$ cat config.mk
export PLATFORM = sky130hd
export DESIGN_NAME = fifo_seq_throttle
export DESIGN_NICKNAME = d
export VERILOG_FILES = /design/src/rtl/fifo_seq_checker_pkg.sv /design/src/rtl/fifo_seq_throttle.sv
export SDC_FILE = /design/constraint.sdc
export NUM_CORES = 1
export LEC_CHECK = 0
export BUFFER_PORTS_ARGS = -buffer_cell sky130_fd_sc_hd__buf_4
export CAP_MARGIN = 20
export CORE_ASPECT_RATIO = 1.25
export CORE_MARGIN = 2
export CORE_UTILIZATION = 30
export DETAILED_ROUTE_END_ITERATION = 10
export RECOVER_POWER = 25
export SYNTH_ARGS = -nofsm -noshare
export SYNTH_HDL_FRONTEND = slang
export SYNTH_SLANG_ARGS = --single-unit
$ cat constraint.sdc
create_clock -name clk -period 3.65 [get_ports clk]
set_input_delay 0.73 -clock clk [delete_from_list [all_inputs] [get_ports clk]]
set_output_delay 0.73 -clock clk [all_outputs]
set_load 0.05 [all_outputs]
$ cat src/rtl/fifo_seq_checker_pkg.sv
// Shared encodings for the FIFO sequence checker: FSM states and LED bit positions.
package fifo_seq_checker_pkg;

    typedef enum logic [2:0] {
        ST_IDLE  = 3'd0,
        ST_PRIME = 3'd1,
        ST_RUN   = 3'd2,
        ST_STALL = 3'd3,
        ST_FAIL  = 3'd4
    } state_e;

    localparam int unsigned LED_RUNNING   = 0;
    localparam int unsigned LED_HEARTBEAT = 1;
    localparam int unsigned LED_ERR       = 2;
    localparam int unsigned LED_TIMEOUT   = 3;

    localparam int unsigned HEARTBEAT_BIT = 20;

endpackage

$ cat src/rtl/fifo_seq_throttle.sv
// Burst/stall pacing for the checker: counts RUN consumes and times the read-stall window.
module fifo_seq_throttle
    import fifo_seq_checker_pkg::*;
#(
    parameter int unsigned BurstLen = 64,
    parameter int unsigned StallLen = 32
) (
    input  logic clk,
    input  logic rst,
    input  logic consume_i,
    input  logic clear_i,
    input  logic abort_i,
    output logic stall_active_c
);

    localparam int unsigned BW = (BurstLen > 1) ? $clog2(BurstLen) : 1;
    localparam int unsigned SW = (StallLen > 1) ? $clog2(StallLen) : 1;

    logic [BW-1:0] burst_q, burst_d;
    logic [SW-1:0] stall_q, stall_d;
    logic          active_q, active_d;

    // stall_active_c is the next-cycle stall flag so the FSM can switch state on the same edge
    always_comb begin
        burst_d  = burst_q;
        stall_d  = stall_q;
        active_d = active_q;
        if (clear_i) begin
            burst_d = '0;
        end
        if (active_q) begin
            if (stall_q == SW'(StallLen - 1)) begin
                active_d = 1'b0;
                stall_d  = '0;
                burst_d  = '0;
            end else begin
                stall_d = stall_q + SW'(1);
            end
        end else if (consume_i && (BurstLen != 0)) begin
            if (burst_q == BW'(BurstLen - 1)) begin
                burst_d  = '0;
                active_d = 1'b1;
            end else begin
                burst_d = burst_q + BW'(1);
            end
        end
        if (abort_i) begin
            active_d = 1'b0;
            stall_d  = '0;
        end
    end

    assign stall_active_c = active_d;

    always_ff @(posedge clk) begin
        if (rst) begin
            burst_q  <= '0;
            stall_q  <= '0;
            active_q <= 1'b0;
        end else begin
            burst_q  <= burst_d;
            stall_q  <= stall_d;
            active_q <= active_d;
        end
    end

endmodule

Word-level counts from Yosys, hierarchy flattened --
Cells that the tools add are included.
Storage, ports and cells: register bits after elaboration 12, input port bits 5, output and inout port bits 1, logic and storage cells 19
Cells by class: add/subtract/negate cells 2, equal/unequal tests 2, muxes and demuxes 11, reductions and logical operators 1
Operators by type and width (number):
- $mux W6 | 5
- $add A6 B1 Y6 const B | 1
- $eq A6 B6 Y1 const B | 1
- $add A5 B1 Y5 const B | 1
- $eq A5 B5 Y1 const B | 1
- $mux W1 | 5
- $mux W5 | 1
- $reduce_or A2 Y1 | 1

Longest topological paths before layout --
Gate-level depths: netlist of the first run.
depth in word-level cells 5, depth in mapped cells 7, gate-level depth less buffers 6

Worst setup path before layout of the first run --
No wires, ideal clock.
kind reg-to-output, start reg stall_q[0], end out stall_active_c, arrival time 1712 ps, required time 2920 ps, slack 1208 ps, cell stages (with the launch flop) 7, buffers on the path 0, cell sequence dfxtp_1 -> ha_1 -> and3_1 -> ha_1 -> nor2b_1 -> a21oi_1 -> nor2_1
On the way: longest elaborated chain between the ends 4
RTL lines:
- start: declaration | RTL line fifo_seq_throttle.sv:20 | logic [SW-1:0] stall_q, stall_d;
- start signal: assignment | RTL line fifo_seq_throttle.sv:62 | stall_q <= stall_d;
- $eq A5 B5 Y1 | RTL line fifo_seq_throttle.sv:32 | if (stall_q == SW'(StallLen - 1)) begin
- $mux W1 | RTL line fifo_seq_throttle.sv:32
- $mux W1 | RTL line fifo_seq_throttle.sv:31 | if (active_q) begin
- $mux W1 | RTL line fifo_seq_throttle.sv:47 | if (abort_i) begin
- end: declaration | RTL line fifo_seq_throttle.sv:13 | output logic stall_active_c
No other way between the ends.

Worst setup path after layout of the first run --
Same ends and word-level chain as after synthesis.

==> results of run 1 <==
## layer usage
metal	part of all wire [%]	up-vias
li1	-	269
met1	50	241
met2	45	13
met3	5.6	0
met4	0	0
met5	0	-
## sequential cells by signal, indices dropped and copies added, names as in the netlist
register and flops:
stall_q 5, burst_q 6, active_q 1
## power groups by stage
stage          logic, uW  clock network [uW]  registers, uW
2_1_floorplan       10.5                   0            136
3_3_place_gp        17.3                   0            137
3_5_place_dp        17.3                   0            137
4_1_cts             17.5                 107            134
5_1_grt             19.4                 115            134
6_report            17.4                 107            134
## worst max-delay path by stage
stage                      to                     from  slack, ps  depth (start not counted)
2_1_floorplan  stall_active_c  stall_q[0]$_SDFFE_PP0P_       1210                          6
3_3_place_gp   stall_active_c                consume_i       1460                          5
3_5_place_dp   stall_active_c                consume_i       1470                          5
4_1_cts        stall_active_c  stall_q[0]$_SDFFE_PP0P_       1190                          7
5_1_grt        stall_active_c  stall_q[0]$_SDFFE_PP0P_       1070                          7
6_report       stall_active_c  stall_q[0]$_SDFFE_PP0P_       1190                          7
## cells in the final DEF, fill, tap and decap left out, types with 2 or more instances in the layout
cell type / n
nor2b_1: 2
a21oi_1: 8
dfxtp_1: 12
mux2i_1: 2
ha_1: 3
and3_4: 2
nand3_1: 3
buf_4: 5
xor2_1: 2
clkbuf_4: 3
o21ai_0: 2
nand2_1: 2
nor3_2: 2
nor2_1: 7
nor3_1: 7
nand3b_1: 2
nand4_1: 3
## per-stage QoR
stage	worst slack, ps	std cells	hold WS, ps
2_1_floorplan	1210	69	466
3_3_place_gp	1460	92	493
3_5_place_dp	1470	92	495
4_1_cts	1190	96	506
5_1_grt	1070	96	547
6_report	1190	96	499
## critical path: stages, from the launching register on
cell	delay (ps)
dfxtp_1	340
ha_1	210
and3_1	180
ha_1	210
nor2b_1	160
a21oi_1	60
nor2_1	90
buf_4	200
## kinds of logic after synthesis
group | synth area share [%]
compound gates | 12.7
simple gates | 32.6
mux | 3.16
buf+inv | 3.56
fa+ha+maj | 5.93
flops | 37.9
xor+xnor | 4.15
## area by class of cell
class	instances	area, sq um
well taps	20	25.0
clock buffers	4	36.3
repair buffers	5	37.5
flip-flops and latches	12	240
multi-input cells	55	370
fillers	212	1270
==> flow_metrics.env, run 1 <==
export IMPL_fmax_mhz=406
export IMPL_io_pins=6
export IMPL_max_cap_violations=0
export IMPL_fin_area_sq_um=709
export IMPL_peakVddDrop_uv=158
export IMPL_reg2reg_depth=6
export IMPL_setup_tns_ps=0
export IMPL_final_hold_viol_count=0
export IMPL_port_buffers=5
export IMPL_p_leak_uw=0.000273
export IMPL_p_sw_share_pct=22.4
export IMPL_cp_arrival_ps=1730
export IMPL_final_core_util_pct=35.8
export IMPL_die_h_microns=55.4
export IMPL_holdPathEnd="burst_q[4]$_SDFF_PP0_"
export IMPL_status="finished, final reports clean"
export IMPL_ys_seq_area_share_pct=37.9
export IMPL_min_from="burst_q[4]$_SDFF_PP0_"
export IMPL_p_sw_uw=57.9
export IMPL_synth_flop_cell="dfxtp_1"
export IMPL_setup_worst_path_class="reg2out"
export IMPL_r2r_start="stall_q[0]$_SDFFE_PP0P_"
export IMPL_grtUsageMet2_pct=14.1
export IMPL_p_clk_share_pct=41.3
export IMPL_worstHoldPathType="reg2reg"
export IMPL_grt_max_degree=11
export IMPL_nets=85
export IMPL_coreArea_sq_um=1980
export IMPL_dr_pass1_iters=4
export IMPL_drc_errors=0
export IMPL_rsz0062_at_grt="false"
export IMPL_slew_headroom_pct=73.2
export IMPL_dpl_hpwl_microns=834
export IMPL_rrSetupSlack_ps=2000
export IMPL_drtAntennaViolNets=0
export IMPL_root_buffer="clkbuf_4"
export IMPL_fin_worst_skew_ps=3.35
export IMPL_grt_ovfl_total=0
export IMPL_power_uw=258
export IMPL_tritoncts="done"
export IMPL_cts_hold_buffers=0
export IMPL_cts_sinks=12
export IMPL_drive_above_1_share_pct=19.7
export IMPL_syn_to_final_growth_pct=12.1
export IMPL_yosys_warnings=0
export IMPL_die_area_sq_um=2500
export IMPL_grt_pass1_wl_mm=2.05
export IMPL_start_util_pct=31.9
export IMPL_fin_crit_ps=2460
export IMPL_htree_levels=1
export IMPL_required_ps=2920
export IMPL_grt_pass1_vias=473
export IMPL_ys_top_cells_by_count="dfxtp_1 (12), a21oi_1 (8), nor2_1 (7), nor3_1 (7)"
export IMPL_pwr_share_seq_pct=51.9
export IMPL_synth_distinct_cells=24
export IMPL_setup_viol=0
export IMPL_cts_resized=0
export IMPL_timing_final_crit_share_pct=67.5
export IMPL_yosysTopAreaCell="dfxtp_1"
export IMPL_clk_insertion_delay_late_ps=270
export IMPL_via_per_inst=5.45
export IMPL_p_per_area_nw_per_um2=364
export IMPL_yosysMostFrequentCell="dfxtp_1"
export IMPL_synth_edf_count=0
export IMPL_synthCells=69
export IMPL_routed_wl_mm=1.17
export IMPL_use_met3_pct=2.29
export IMPL_groute_layer_met1_usage_pct=15.7
export IMPL_fp_row_count=18
export IMPL_grt_total_usage_pct=10.6
export IMPL_synth_fp_nets=77
export IMPL_yosys_area_top_type_share_pct=37.9
export IMPL_dieWidth_microns=45.1
export IMPL_syn_area_per_cell_sq_um=9.18
export IMPL_n_antenna_cell=0
export IMPL_antenna_found_initial=0
export IMPL_ys_ff_latch=12
export IMPL_p_int_uw=200
export IMPL_synthArstFlopShare_pct=0
export IMPL_cts_buffer_depth=2
export IMPL_syn_area_sq_um=633
export IMPL_slew_violations=0
export IMPL_critPathCaptureType="output port"
export IMPL_num_vias=523
export IMPL_numCtsBuffers=3
export IMPL_path_clk_slew_ps=80
export IMPL_globalplace_congestion=0.764
export IMPL_drt_iter0_markers=10
export IMPL_tightest_slew_ps=402
export IMPL_r2r_end="burst_q[5]$_SDFF_PP0_"
export IMPL_post_cts_buffers=0
export IMPL_comb_power_share_pct=6.8
export IMPL_routedWlPerCell_microns=12.2
export IMPL_dpl_cell_area_sq_um=673
export IMPL_path_max_fanout=4
export IMPL_critPathLaunchType="flip-flop"
export IMPL_whs_path_depth=2
export IMPL_busiest_layer="met1"
export IMPL_synth_area_leaders="dfxtp_1 (38%), a21oi_1 (6.3%), ha_1 (5.9%)"
(Power assumes the default switching activity.)
==> run 2, diff against run 1 <==
ABC_AREA = 1   (was default)
clock period = 2.3 ns   (was 3.65 ns; I/O delays follow)
==> flow_metrics.env, run 2 <==
export IMPL_status="finished, final reports clean"
export IMPL_clk_insertion_delay_late_ps=280
export IMPL_slew_headroom_pct=83.0
export IMPL_fmax_mhz=468
export IMPL_die_area_sq_um=2700
export IMPL_dieWidth_microns=46.9
export IMPL_dpl_cell_area_sq_um=766
export IMPL_crit_path_top_delay_cell="dfxtp_1"
export IMPL_required_ps=1840
export IMPL_critical_path_cell_chain="ha_1 > nand2_4 > nor2_1 > nand2_1 > o21ai_1 > inv_1 > nor2_1 > buf_4"
export IMPL_cts_resized=0
export IMPL_n_fill_cell=246
export IMPL_die_h_microns=57.6
export IMPL_routedWlPerCell_microns=10.7
export IMPL_ys_seq_area_share_pct=34.8
export IMPL_drive_above_1_share_pct=22.7
export IMPL_yosysMostFrequentCell="nand2_1"
export IMPL_peakVddDrop_uv=181
export IMPL_r2r_start="stall_q[0]$_SDFFE_PP0P_"
export IMPL_worstHoldPathType="in2reg"
export IMPL_post_cts_buffers=0
export IMPL_fp_row_count=19
export IMPL_path_max_fanout=4
export IMPL_drtAntennaViolNets=0
export IMPL_root_buffer="clkbuf_4"
export IMPL_yosys_area_top_type_share_pct=34.8
export IMPL_synth_fp_nets=97
export IMPL_ys_top_cells_by_count="nand2_1 (19), nor2_1 (13), dfxtp_1 (12), inv_1 (7), a21oi_1 (5)"
export IMPL_path_clk_slew_ps=70
export IMPL_yosys_warnings=0
export IMPL_critPathCaptureType="output port"
export IMPL_fin_crit_ps=2140
export IMPL_slew_violations=0
export IMPL_ys_ff_latch=12
export IMPL_drc_errors=0
export IMPL_num_vias=598
export IMPL_timing_final_crit_share_pct=93.0
export IMPL_tightest_slew_ps=255
export IMPL_tritoncts="done"
export IMPL_rsz0062_at_grt="false"
export IMPL_fin_area_sq_um=783
export IMPL_fin_worst_skew_ps=0.468
export IMPL_p_per_area_nw_per_um2=479
export IMPL_setup_viol=0
export IMPL_synth_area_leaders="dfxtp_1 (35%), nand2_1 (10%), nor2_1 (7.1%)"
export IMPL_cts_buffer_depth=2
export IMPL_grt_total_usage_pct=13.0
export IMPL_globalplace_congestion=0.871
export IMPL_syn_area_per_cell_sq_um=7.75
export IMPL_p_leak_uw=0.000329
export IMPL_min_from="rst"
export IMPL_grt_pass1_vias=635
export IMPL_dpl_hpwl_mm=1.05
export IMPL_routed_wl_mm=1.37
export IMPL_cts_hold_buffers=0
export IMPL_final_core_util_pct=35.8
export IMPL_final_common_cell="nand2_1"
export IMPL_syn_to_final_growth_pct=13.6
export IMPL_hold_slack_ps=335
export IMPL_grt_max_degree=9
export IMPL_numCtsBuffers=3
export IMPL_synth_distinct_cells=27
export IMPL_top_regs="burst_q (6), stall_q (5), active_q (1)"
export IMPL_nets=107
export IMPL_cp_arrival_ps=1680
export IMPL_grt_ovfl_total=0
export IMPL_power_uw=375
export IMPL_final_cell_mix="nand2_1 (20), nor2_1 (14), dfxtp_1 (12)"
export IMPL_setup_worst_path_class="reg2out"
export IMPL_top_register="burst_q"
export IMPL_largest_register_ffs=6
export IMPL_final_hold_viol_count=0
export IMPL_drt_iter0_markers=13
export IMPL_via_per_inst=4.67
export IMPL_antenna_found_initial=0
export IMPL_synth_flop_cell="dfxtp_1"
export IMPL_critPathLaunchType="flip-flop"
export IMPL_synthCells=89
export IMPL_crit_start="burst_q[0]$_SDFF_PP0_"
export IMPL_synthArstFlopShare_pct=0
export IMPL_yosysTopAreaCell="dfxtp_1"
export IMPL_cts_sinks=12
export IMPL_synth_edf_count=0
export IMPL_slowest_delay_ps=390
export IMPL_setup_tns_ps=0
export IMPL_coreArea_sq_um=2190
export IMPL_grt_pass1_wl_mm=2.56
export IMPL_io_pins=6
export IMPL_cp_num_buf_inv=2
export IMPL_syn_area_sq_um=689
export IMPL_n_antenna_cell=0
export IMPL_dr_pass1_iters=2
export IMPL_worst_path_most_repeated_cell="nor2_1"
export IMPL_max_cap_violations=0
export IMPL_start_util_pct=31.5
export IMPL_cp_top_family="flip-flops"
export IMPL_htree_levels=1
export IMPL_port_buffers=5
-- run 2: cell types whose count changed after synthesis, moves of 3 or more --
| cell | before | now |
|---|---|---|
| nand2_2 | 0 | 3 |
| nor2_1 | 7 | 13 |
| inv_1 | 0 | 7 |
| nand4_1 | 3 | 0 |
| nand2_1 | 2 | 19 |
| a21oi_1 | 8 | 5 |
| nor3_1 | 7 | 1 |
-- run 2: layer usage --
metal	share of wire [%]	global-route usage [%]	wire (microns)	up-vias
li1	-	-	-	310
met1	46	15.8	633	275
met2	48	21.1	651	8
met3	3.3	1.90	45	5
met4	2.6	7.14	36	0
met5	0	0	0	-
-- run 2: stage by stage --
stage / std cells / setup WS (ps)
finish: 128 / 161
global route: 128 / 9.17
CTS: 128 / 122
detailed placement: 125 / 447
global placement: 125 / 465
floorplan: 89 / 174
-- run 2: area by class of cell --
class                   instances  area (sq um)  share of cell area, %
repair buffers                  5          37.5                   4.79
clock buffers                   3          22.5                   2.88
inverters                      10          40.0                   5.11
well taps                      31          38.8                   4.95
multi-input cells              67           404                   51.6
flip-flops and latches         12           240                   30.7
-- run 2: worst paths after layout --
kind	end	slack, ps	cells past startpoint
setup / recovery	stall_active_c	160	8
hold / removal	burst_q[5]$_SDFF_PP0_	340	2
setup reg to reg	burst_q[3]$_SDFF_PP0_	650	8
hold reg to reg	stall_q[4]$_SDFFE_PP0P_	490	2
-- run 2: logic make-up (layout without fill, tap and decap cells) --
family | Yosys count | in the layout | share of synthesized area, %
simple gates | 48 | 48 | 36.7
compound gates | 15 | 15 | 16.0
flops | 12 | 12 | 34.8
buf+inv | 10 | 18 | 5.81
xor+xnor | 1 | 1 | 1.27
fa+ha+maj | 3 | 3 | 5.45
-- run 2: where the power goes --
group	switching (uW)	internal, uW
clock network	71.4	60.8
logic	18.3	11.4
registers	2.80	210
total	92.5	282
